==> config.mk <==
export PLATFORM = sky130hd
export DESIGN_NAME = adc_scan_sequencer
export DESIGN_NICKNAME = d
export VERILOG_FILES = /design/src/rtl/adc_pkg.sv /design/src/rtl/adc_prio_pick.sv /design/src/rtl/adc_scan_sequencer.sv
export SDC_FILE = /design/constraint.sdc
export NUM_CORES = 1
export LEC_CHECK = 0
export BUFFER_PORTS_ARGS = -buffer_cell sky130_fd_sc_hd__buf_2
export CAP_MARGIN = 20
export CORE_UTILIZATION = 32
export DETAILED_ROUTE_END_ITERATION = 8
export HOLD_SLACK_MARGIN = 0.02
export SETUP_SLACK_MARGIN = 0.4
export SKIP_CTS_REPAIR_TIMING = 1
export SLEW_MARGIN = 40
export SYNTH_ARGS = -nofsm -noshare
export SYNTH_HDL_FRONTEND = slang
export SYNTH_HIERARCHICAL = 1
export SYNTH_SLANG_ARGS = --single-unit
==> constraint.sdc <==
create_clock -name clock -period 4.04 [get_ports clock]
set_clock_uncertainty 0.1 [all_clocks]
set_input_delay 0.404 -clock clock [delete_from_list [all_inputs] [get_ports clock]]
set_output_delay 0.404 -clock clock [all_outputs]
set_load 0.02 [all_outputs]
==> src/rtl/adc_pkg.sv <==
// Shared definitions for the ADC scan sequencer: FSM state encoding,
// RAM record field offsets and the LTC2308 config-word builder.
package adc_pkg;

    typedef enum logic [2:0] {
        ST_IDLE,
        ST_WAIT_TICK,
        ST_START,
        ST_WAIT_BUSY,
        ST_WAIT_DONE,
        ST_WRITE,
        ST_NEXT
    } state_t;

    // Record layout: [31:16] timestamp, [15] zero, [14:12] channel, [11:0] result
    localparam int unsigned REC_TS_LSB  = 16;
    localparam int unsigned REC_RSV_BIT = 15;
    localparam int unsigned REC_CH_LSB  = 12;
    localparam int unsigned REC_RES_LSB = 0;

    // LTC2308 config word {S/D, O/S, S1, S0, UNI, SLP}: single-ended, unipolar, awake.
    function automatic logic [5:0] chan_to_conf(input logic [2:0] ch);
        return {1'b1, ch[0], ch[2], ch[1], 1'b1, 1'b0};
    endfunction

endpackage

==> src/rtl/adc_prio_pick.sv <==
// Next-set-bit finder: returns the lowest set bit of mask strictly above cur.
// Ports:
//   mask  in  8  candidate channels
//   cur   in  3  current channel
//   nxt   out 3  next enabled channel above cur (0 when none)
//   none  out 1  no set bit above cur
module adc_prio_pick
    import adc_pkg::*;
(
    input  logic [7:0] mask,
    input  logic [2:0] cur,
    output logic [2:0] nxt,
    output logic       none
);

    always_comb begin
        nxt  = '0;
        none = 1'b1;
        // Scan from the top down so the last hit is the lowest qualifying bit.
        for (int unsigned k = 0; k < 8; k++) begin
            if (mask[7 - k] && ((7 - k) > 32'(cur))) begin
                nxt  = 3'(7 - k);
                none = 1'b0;
            end
        end
    end

endmodule

==> src/rtl/adc_scan_sequencer.sv <==
// Scan controller between the LTC2308 serial driver and on-chip RAM.
// Every `period` clocks it converts each enabled channel in turn and writes one
// timestamped 32-bit record into a RAM ring; a host read port shares the RAM
// address with writes, writes having priority.
// Ports:
//   clock, rst            system clock, synchronous active-high reset
//   enable                run scans (0 = finish current channel, then idle)
//   chan_mask[7:0]        enabled channels, sampled at each scan start
//   period[15:0]          clocks between scan starts (0/1 = back-to-back)
//   drv_conf[5:0]         driver config word for the current channel
//   drv_start             conversion request to the driver
//   drv_ready, drv_res    driver result-valid level and 12-bit result
//   ram_addr/data/wren    RAM port; ram_q is the combinational read data
//   rd_req, rd_addr       host read request / address
//   rd_valid, rd_data     one-clock read-valid pulse and registered data
//   wr_ptr                next write address
//   wrapped, tmo_err      sticky ring-wrapped and channel-timeout flags
module adc_scan_sequencer
    import adc_pkg::*;
#(
    parameter int unsigned AW        = 8,
    parameter int unsigned START_CYC = 4,
    parameter int unsigned TMO       = 255
) (
    input  logic          clock,
    input  logic          rst,
    input  logic          enable,
    input  logic [7:0]    chan_mask,
    input  logic [15:0]   period,
    output logic [5:0]    drv_conf,
    output logic          drv_start,
    input  logic          drv_ready,
    input  logic [11:0]   drv_res,
    output logic [AW-1:0] ram_addr,
    output logic [31:0]   ram_data,
    output logic          ram_wren,
    input  logic [31:0]   ram_q,
    input  logic          rd_req,
    input  logic [AW-1:0] rd_addr,
    output logic          rd_valid,
    output logic [31:0]   rd_data,
    output logic [AW-1:0] wr_ptr,
    output logic          wrapped,
    output logic          tmo_err
);

    state_t        state, state_nx;
    logic [15:0]   ts;
    logic [15:0]   per_cnt;
    logic          tick;
    logic [15:0]   dwell;
    logic [7:0]    snap;
    logic [2:0]    ch;
    logic [31:0]   rec;
    logic          tmo_hit;
    logic          rd_serve;

    logic [2:0]    first_nxt, next_ch, first_ch;
    logic          first_none, next_none, scan_ok;

    // Lowest set bit of the live mask: bit 0, else the next set bit above 0.
    adc_prio_pick u_first (
        .mask (chan_mask),
        .cur  (3'd0),
        .nxt  (first_nxt),
        .none (first_none)
    );

    adc_prio_pick u_next (
        .mask (snap),
        .cur  (ch),
        .nxt  (next_ch),
        .none (next_none)
    );

    assign first_ch = chan_mask[0] ? 3'd0 : first_nxt;
    assign scan_ok  = chan_mask[0] | ~first_none;
    assign tick     = enable && ((period <= 16'd1) || (per_cnt >= period - 16'd1));
    assign rd_serve = rd_req && (state != ST_WRITE) && !rd_valid;

    always_ff @(posedge clock) begin
        if (rst) state <= ST_IDLE;
        else     state <= state_nx;
    end

    always_comb begin
        state_nx  = state;
        tmo_hit   = 1'b0;
        drv_start = 1'b0;
        drv_conf  = '0;
        ram_wren  = 1'b0;
        ram_addr  = rd_addr;
        ram_data  = rec;
        case (state)
            ST_IDLE:
                if (enable && scan_ok) state_nx = ST_WAIT_TICK;
            ST_WAIT_TICK:
                if (!enable)             state_nx = ST_IDLE;
                else if (tick && scan_ok) state_nx = ST_START;
            ST_START: begin
                drv_start = !rst;
                drv_conf  = chan_to_conf(ch);
                if (dwell == 16'(START_CYC - 1)) state_nx = ST_WAIT_BUSY;
            end
            ST_WAIT_BUSY: begin
                drv_conf = chan_to_conf(ch);
                if (!drv_ready) state_nx = ST_WAIT_DONE;
                else if (dwell == 16'(TMO)) begin
                    tmo_hit  = 1'b1;
                    state_nx = ST_NEXT;
                end
            end
            ST_WAIT_DONE: begin
                drv_conf = chan_to_conf(ch);
                if (drv_ready) state_nx = ST_WRITE;
                else if (dwell == 16'(TMO)) begin
                    tmo_hit  = 1'b1;
                    state_nx = ST_NEXT;
                end
            end
            ST_WRITE: begin
                // Write owns the RAM port; any pending host read waits a clock.
                ram_wren = !rst;
                ram_addr = wr_ptr;
                state_nx = ST_NEXT;
            end
            ST_NEXT:
                if (!enable)        state_nx = ST_IDLE;
                else if (next_none) state_nx = ST_WAIT_TICK;
                else                state_nx = ST_START;
            default:
                state_nx = ST_IDLE;
        endcase
    end

    always_ff @(posedge clock) begin
        if (rst) begin
            ts       <= '0;
            per_cnt  <= '0;
            dwell    <= '0;
            snap     <= '0;
            ch       <= '0;
            rec      <= '0;
            wr_ptr   <= '0;
            wrapped  <= 1'b0;
            tmo_err  <= 1'b0;
            rd_valid <= 1'b0;
            rd_data  <= '0;
        end else begin
            ts      <= ts + 16'd1;
            per_cnt <= (!enable || tick) ? 16'd0 : per_cnt + 16'd1;
            // One dwell counter serves START length and both wait timeouts.
            dwell   <= (state_nx != state) ? 16'd0 : dwell + 16'd1;

            if (state == ST_WAIT_TICK && state_nx == ST_START) begin
                snap <= chan_mask;
                ch   <= first_ch;
            end
            if (state == ST_NEXT && state_nx == ST_START) ch <= next_ch;

            if (state == ST_WAIT_DONE && drv_ready) begin
                rec[REC_TS_LSB +: 16]  <= ts;
                rec[REC_RSV_BIT]       <= 1'b0;
                rec[REC_CH_LSB +: 3]   <= ch;
                rec[REC_RES_LSB +: 12] <= drv_res;
            end

            if (state == ST_WRITE) begin
                wr_ptr <= wr_ptr + 1'b1;
                if (wr_ptr == '1) wrapped <= 1'b1;
            end

            if (tmo_hit) tmo_err <= 1'b1;

            rd_valid <= rd_serve;
            if (rd_serve) rd_data <= ram_q;
        end
    end

endmodule

==> summary.md, run 1 <==
| Metric | Value |
|---|---|
| Final Cycle Share | `82.19%` |
| H-tree depth | `4` |
| Maxcap violations | `0` |
| Final ANT Viol Nets | `0` |
| Drt wl/cell | `12.27 µm` |
| Final Setup Violations | `0` |
| Clk pin slew, worst setup/hold paths | `0.06 ns` |
| Initial antenna violation count | `1` |
| Leakage power | `3.460 nW` |
| Skew-Pair Late Insertion Delay | `0.41 ns` |
| Worst Path Arrival | `3.57 ns` |
| Share of layout cells above drive strength 1 | `23.18%` |
| Number of port buffers | `169` |
| Worst-Margin Slew | `0.6070 ns` |
| Hold path start | `ram_q[12]` |
| Area Overhead vs Synth | `27.65%` |
| Post-place instance area | `0.007620 mm²` |
| Router iterations before antenna repair | `4` |
| Fmax | `0.3012 GHz` |
| Setup TNS Final | `0 ns` |
| Die width | `144.3 µm` |
| Fillers | `2069` |
| Max FO, Critical Path | `16` |
| Worst setup path start | `period[3]` |
| Worst min path class | `primary input to flip-flop` |
| Post-layout util | `42.06%` |
| Largest net degree at the start of global routing | `58` |
| CP Cell Sequence | `buf_2 -> nor4_1 -> buf_4 -> and3_1 -> nor2b_1 -> xnor2_1 -> ha_1 -> and2_4 -> a221o_1 -> a221o_1 -> or2_1 -> or3b_1 -> buf_4 -> nor2_1` |
| Maximum clock path buffer count | `2` |
| Outcome | `finished clean` |
| CTS Buf Count | `17` |
| Reg2reg start | `per_cnt[0]` |
| Crit path largest cell delay | `0.39 ns` |
| CTS tree | `built` |
| Synthesized area per cell | `7.966 µm²` |
| P per Cell Area | `395.0 mW/mm²` |
| CTS sink cnt | `135` |
| Vias in the first global route | `5159` |
| Critical path capture point type | `flip-flop` |
| DR vias/cell | `4.622` |
| Core area | `0.01965 mm²` |
| Initial core utilization | `32.95%` |
| DRT iter0 DRCs | `286` |
| Num rows | `51` |
| Total track usage | `15.05%` |
| Yosys warns | `6` |
| Worst setup path class | `primary input to flip-flop` |
| # IOs | `172` |
| Pwr Total | `3.265 mW` |
| Post-Route WL | `15600 µm` |
| Cell area after synthesis | `0.006476 mm²` |
| Critical-path top delay cell | `a221o_1` |
| Tmin final | `3.320 ns` |
| Peak supply drop | `0.1961 mV` |
| CTS root buf | `clkbuf_16` |
| Design area | `0.008267 mm²` |
| First-pass GRT wire length | `24760 µm` |
| Die Ht | `144.3 µm` |
| Grt ovf | `0` |
| Mapped Cells | `813` |
| Slew Viols, Final | `0` |
| Required time of the worst setup path | `4.29 ns` |
| Slew HR | `59.39%` |
| Die footprint | `0.02081 mm²` |
| Routed vias | `5875` |
| Final nets | `1095` |
| Setup crit start kind | `primary input` |
| Detailed placement HPWL | `11280 µm` |
| Gpl congestion | `0.7742` |
| Final hold viol count | `0` |
| RSZ-0062 raised after global routing | `false` |
| DRC Markers | `0` |
==> cell type report <==
class                      count  area [µm²]  area share [%]
multi-input combinational    644        3620           43.79
clock inverter                14       198.9           2.407
sequential                   135        2703           32.69
timing repair buffer         177       908.4           10.99
clock buffer                  18       439.2           5.313
tap                          265       331.6           4.011
antenna                        1       2.502         0.03027
inverter                      17       63.81          0.7719
==> registers in the layout (all words and copies together) (netlist names) <==
signal,cells
ch,3
dwell,16
per_cnt,16
ram_data,31
rd_data,32
rd_valid,1
snap,7
state,3
tmo_err,1
ts,16
wr_ptr,8
wrapped,1
==> metrics by stage <==
stage               std cells  hold slack (ns)  worst slack [ns]
floorplan                 834           0.3373            0.4328
global placement         1238           0.3390            0.3086
detailed placement       1238           0.3430            0.2215
CTS                      1270           0.1019            0.6563
global route             1270           0.1106            0.4721
finish                   1271           0.1243            0.7196
==> path summary, 6_finish.rpt <==
path	end	slack, ns	depth (start not counted)
max	per_cnt[3]	0.72	14
min reg2reg	rd_data[17]	0.35	2
min	rd_data[12]	0.12	3
max reg2reg	per_cnt[3]	1.13	9
==> critical path: cells and delay by family <==
family	cells	cell delay (ns)
buffers and inverters	3	0.53
adder cells (fa/ha/maj)	1	0.26
AO/OA/AOI/OAI	2	0.70
XOR/XNOR	1	0.13
AND/OR/NAND/NOR	7	1.52
==> routing by layer <==
metal | global-route usage (%) | wire [µm] | up-vias
met1 | 18.98 | 7242 | 2612
met3 | 4.205 | 868 | 16
met5 | 0 | 0 | -
li1 | - | - | 3108
met4 | 5.319 | 193 | 0
met2 | 24.46 | 7293 | 139
==> where the power goes <==
group / leakage (nW) / internal, mW / switching [mW]
registers: 1.09 / 1.36 / 0.0176
clock network: 0.299 / 1.05 / 0.587
logic: 2.07 / 0.0960 / 0.155
total: 3.46 / 2.51 / 0.759
==> cell usage in the layout (no fill, tap or decap), drive strengths merged, types with 5 or more instances in the layout <==
cell type    n
nand2      188
buf        177
dfxtp      135
a21oi       86
nor2        75
xor2        33
nor3        26
xnor2       25
nand3       23
ha          22
conb        22
clkbuf      18
inv         18
nor2b       17
o21ai       16
nand4       13
and3        11
mux2i        7
nor4         7
and2         7
or3          6
a31oi        6
nor3b        5
clkinv       5
No activity file was read; power rests on OpenSTA's default activity.
==> run 2: changes to the inputs <==
clock period = 2.9 ns   (was 4.04 ns; I/O delays follow)
==> summary.md, run 2 (synthesis results as in run 1) <==
| Metric | Value |
|---|---|
| Critical-path top delay cell | `or3b_4` |
| Tmin final | `3.013 ns` |
| Final hold viol count | `0` |
| Number of port buffers | `169` |
| Critical path capture point type | `flip-flop` |
| Most common cell after layout, fill and taps aside | `nand2_1` |
| Initial antenna violation count | `0` |
| Grt ovf | `0` |
| Area Overhead vs Synth | `39.80%` |
| Required time of the worst setup path | `3.15 ns` |
| Crit path largest cell delay | `0.39 ns` |
| Total track usage | `15.39%` |
| Cell-internal power | `3.387 mW` |
| Setup crit start kind | `primary input` |
| Routed vias | `6200` |
| Logic gate share of total power | `9.8%` |
| Switching part of the total | `24.57%` |
| Peak supply drop | `0.3315 mV` |
| Slew HR | `63.14%` |
| CTS tree | `built` |
| Clk pin slew, worst setup/hold paths | `0.06 ns` |
| Most frequent cells in the layout | `nand2_1, buf_2, dfxtp_1, a21oi_1, nor2_1` |
| Fmax | `0.3319 GHz` |
| Post-layout util | `46.07%` |
| H-tree depth | `4` |
| Inst Count DP | `1273` |
| Post-Route WL | `16660 µm` |
| Share of layout cells above drive strength 1 | `28.32%` |
| Vias in the first global route | `5305` |
| Max reg flops | `32` |
| Router iterations before antenna repair | `4` |
| Flop pwr share | `42.7%` |
| Num rows | `51` |
| CTS root buf | `clkbuf_16` |
| Post-place instance area | `0.007931 mm²` |
| Slew Viols, Final | `0` |
| Skew-Pair Late Insertion Delay | `0.41 ns` |
| Worst-Margin Slew | `0.5390 ns` |
| Pwr Total | `4.490 mW` |
| Max FO, Critical Path | `16` |
| Detailed placement HPWL | `11780 µm` |
| CTS sink cnt | `135` |
| Final Setup Violations | `26` |
| Most flops, register | `rd_data` |
| Maximum clock path buffer count | `2` |
| Critical path's top delay family | `simple AND/OR/NAND/NOR gates` |
| First-pass GRT wire length | `25390 µm` |
| Largest net degree at the start of global routing | `47` |
| Maxcap violations | `0` |
| Worst setup path class | `primary input to flip-flop` |
| Drt wl/cell | `12.48 µm` |
| P per Cell Area | `495.9 mW/mm²` |
| Worst min path class | `primary input to flip-flop` |
| Die Ht | `144.3 µm` |
| DR vias/cell | `4.644` |
| CP bufs+invs | `2` |
| Fin Hold WS | `0.01670 ns` |
| # IOs | `172` |
| Outcome | `finished, violations left` |
| NetSw | `1.103 mW` |
| Antenna cells | `0` |
| DRC Markers | `0` |
| CP dominant cell by count | `a221o_1` |
| Die width | `144.3 µm` |
| Core area | `0.01965 mm²` |
| Final nets | `1160` |
| Fin worst setup slack | `-0.1125 ns` |
| Non-filler cells, final | `1335` |
| Clk pwr share | `47.5%` |
| RSZ-0062 raised after global routing | `true` |
| Leakage power | `3.809 nW` |
| CP Cell Sequence | `buf_8 -> nor4_4 -> and3_4 -> nor2b_4 -> xnor2_2 -> ha_1 -> and2_4 -> a221o_1 -> a221o_1 -> or2_1 -> or3b_4 -> buf_12 -> nor2_4` |
| DRT iter0 DRCs | `174` |
| Design area | `0.009054 mm²` |
| Initial core utilization | `32.95%` |
| Die footprint | `0.02081 mm²` |
| Setup TNS Final | `-1.725 ns` |
| Setup WS pre-CTS | `-0.6161 ns` |
| Final ANT Viol Nets | `0` |
| Gpl congestion | `0.7938` |
| CTS Buf Count | `17` |
| Final Cycle Share | `103.9%` |
| Worst Path Arrival | `3.27 ns` |
| Failing checks | `negative setup slack` |
## run 2: cell count changes in the layout (fill, tap and decap cells not counted), sizes merged
cell,change
clkbuf,+3
diode,-1
inv,+2
clkinvlp,-2
buf,+41
bufinv,-2
dlygate4sd3,+23
## run 2: power groups by stage
stage                     clock (mW)  combinational (mW)  sequential (mW)
after floorplan                    0               0.185             1.99
after global placement             0               0.379             1.95
after detailed placement           0               0.381             1.96
after CTS                       2.19               0.382             1.91
after global routing            2.28               0.488             1.92
final                           2.13               0.441             1.92
## run 2: final cells by class
cell class	count	area, µm²
Clock buffer	20	446.7
Clock inverter	12	143.9
Fill cell	1937	10600
Inverter	17	63.81
Multi-Input combinational cell	644	3841
Sequential cell	135	2703
Tap cell	265	331.6
Timing Repair Buffer	242	1524
## run 2: final timing paths
check	from	end	slack, ns	cells past startpoint
setup / recovery	period[3]	per_cnt[9]	-0.11	13
hold / removal	ram_q[16]	rd_data[16]	0.02	3
setup reg to reg	per_cnt[0]	per_cnt[9]	0.18	10
hold reg to reg	rd_data[15]	rd_data[15]	0.35	2
## run 2: worst min-delay path: stages
cell and delay, ns:
buf_2 0.09, nand2_1 0.04, a21oi_1 0.05
## run 2: layer usage
layer | track usage (%) | vias up | share of wire (%)
met1 | 19.63 | 2825 | 46
met5 | 0 | - | 0
met4 | 5.596 | 0 | 1.0
met2 | 25.68 | 131 | 49
met3 | 3.013 | 12 | 3.9
li1 | - | 3232 | -
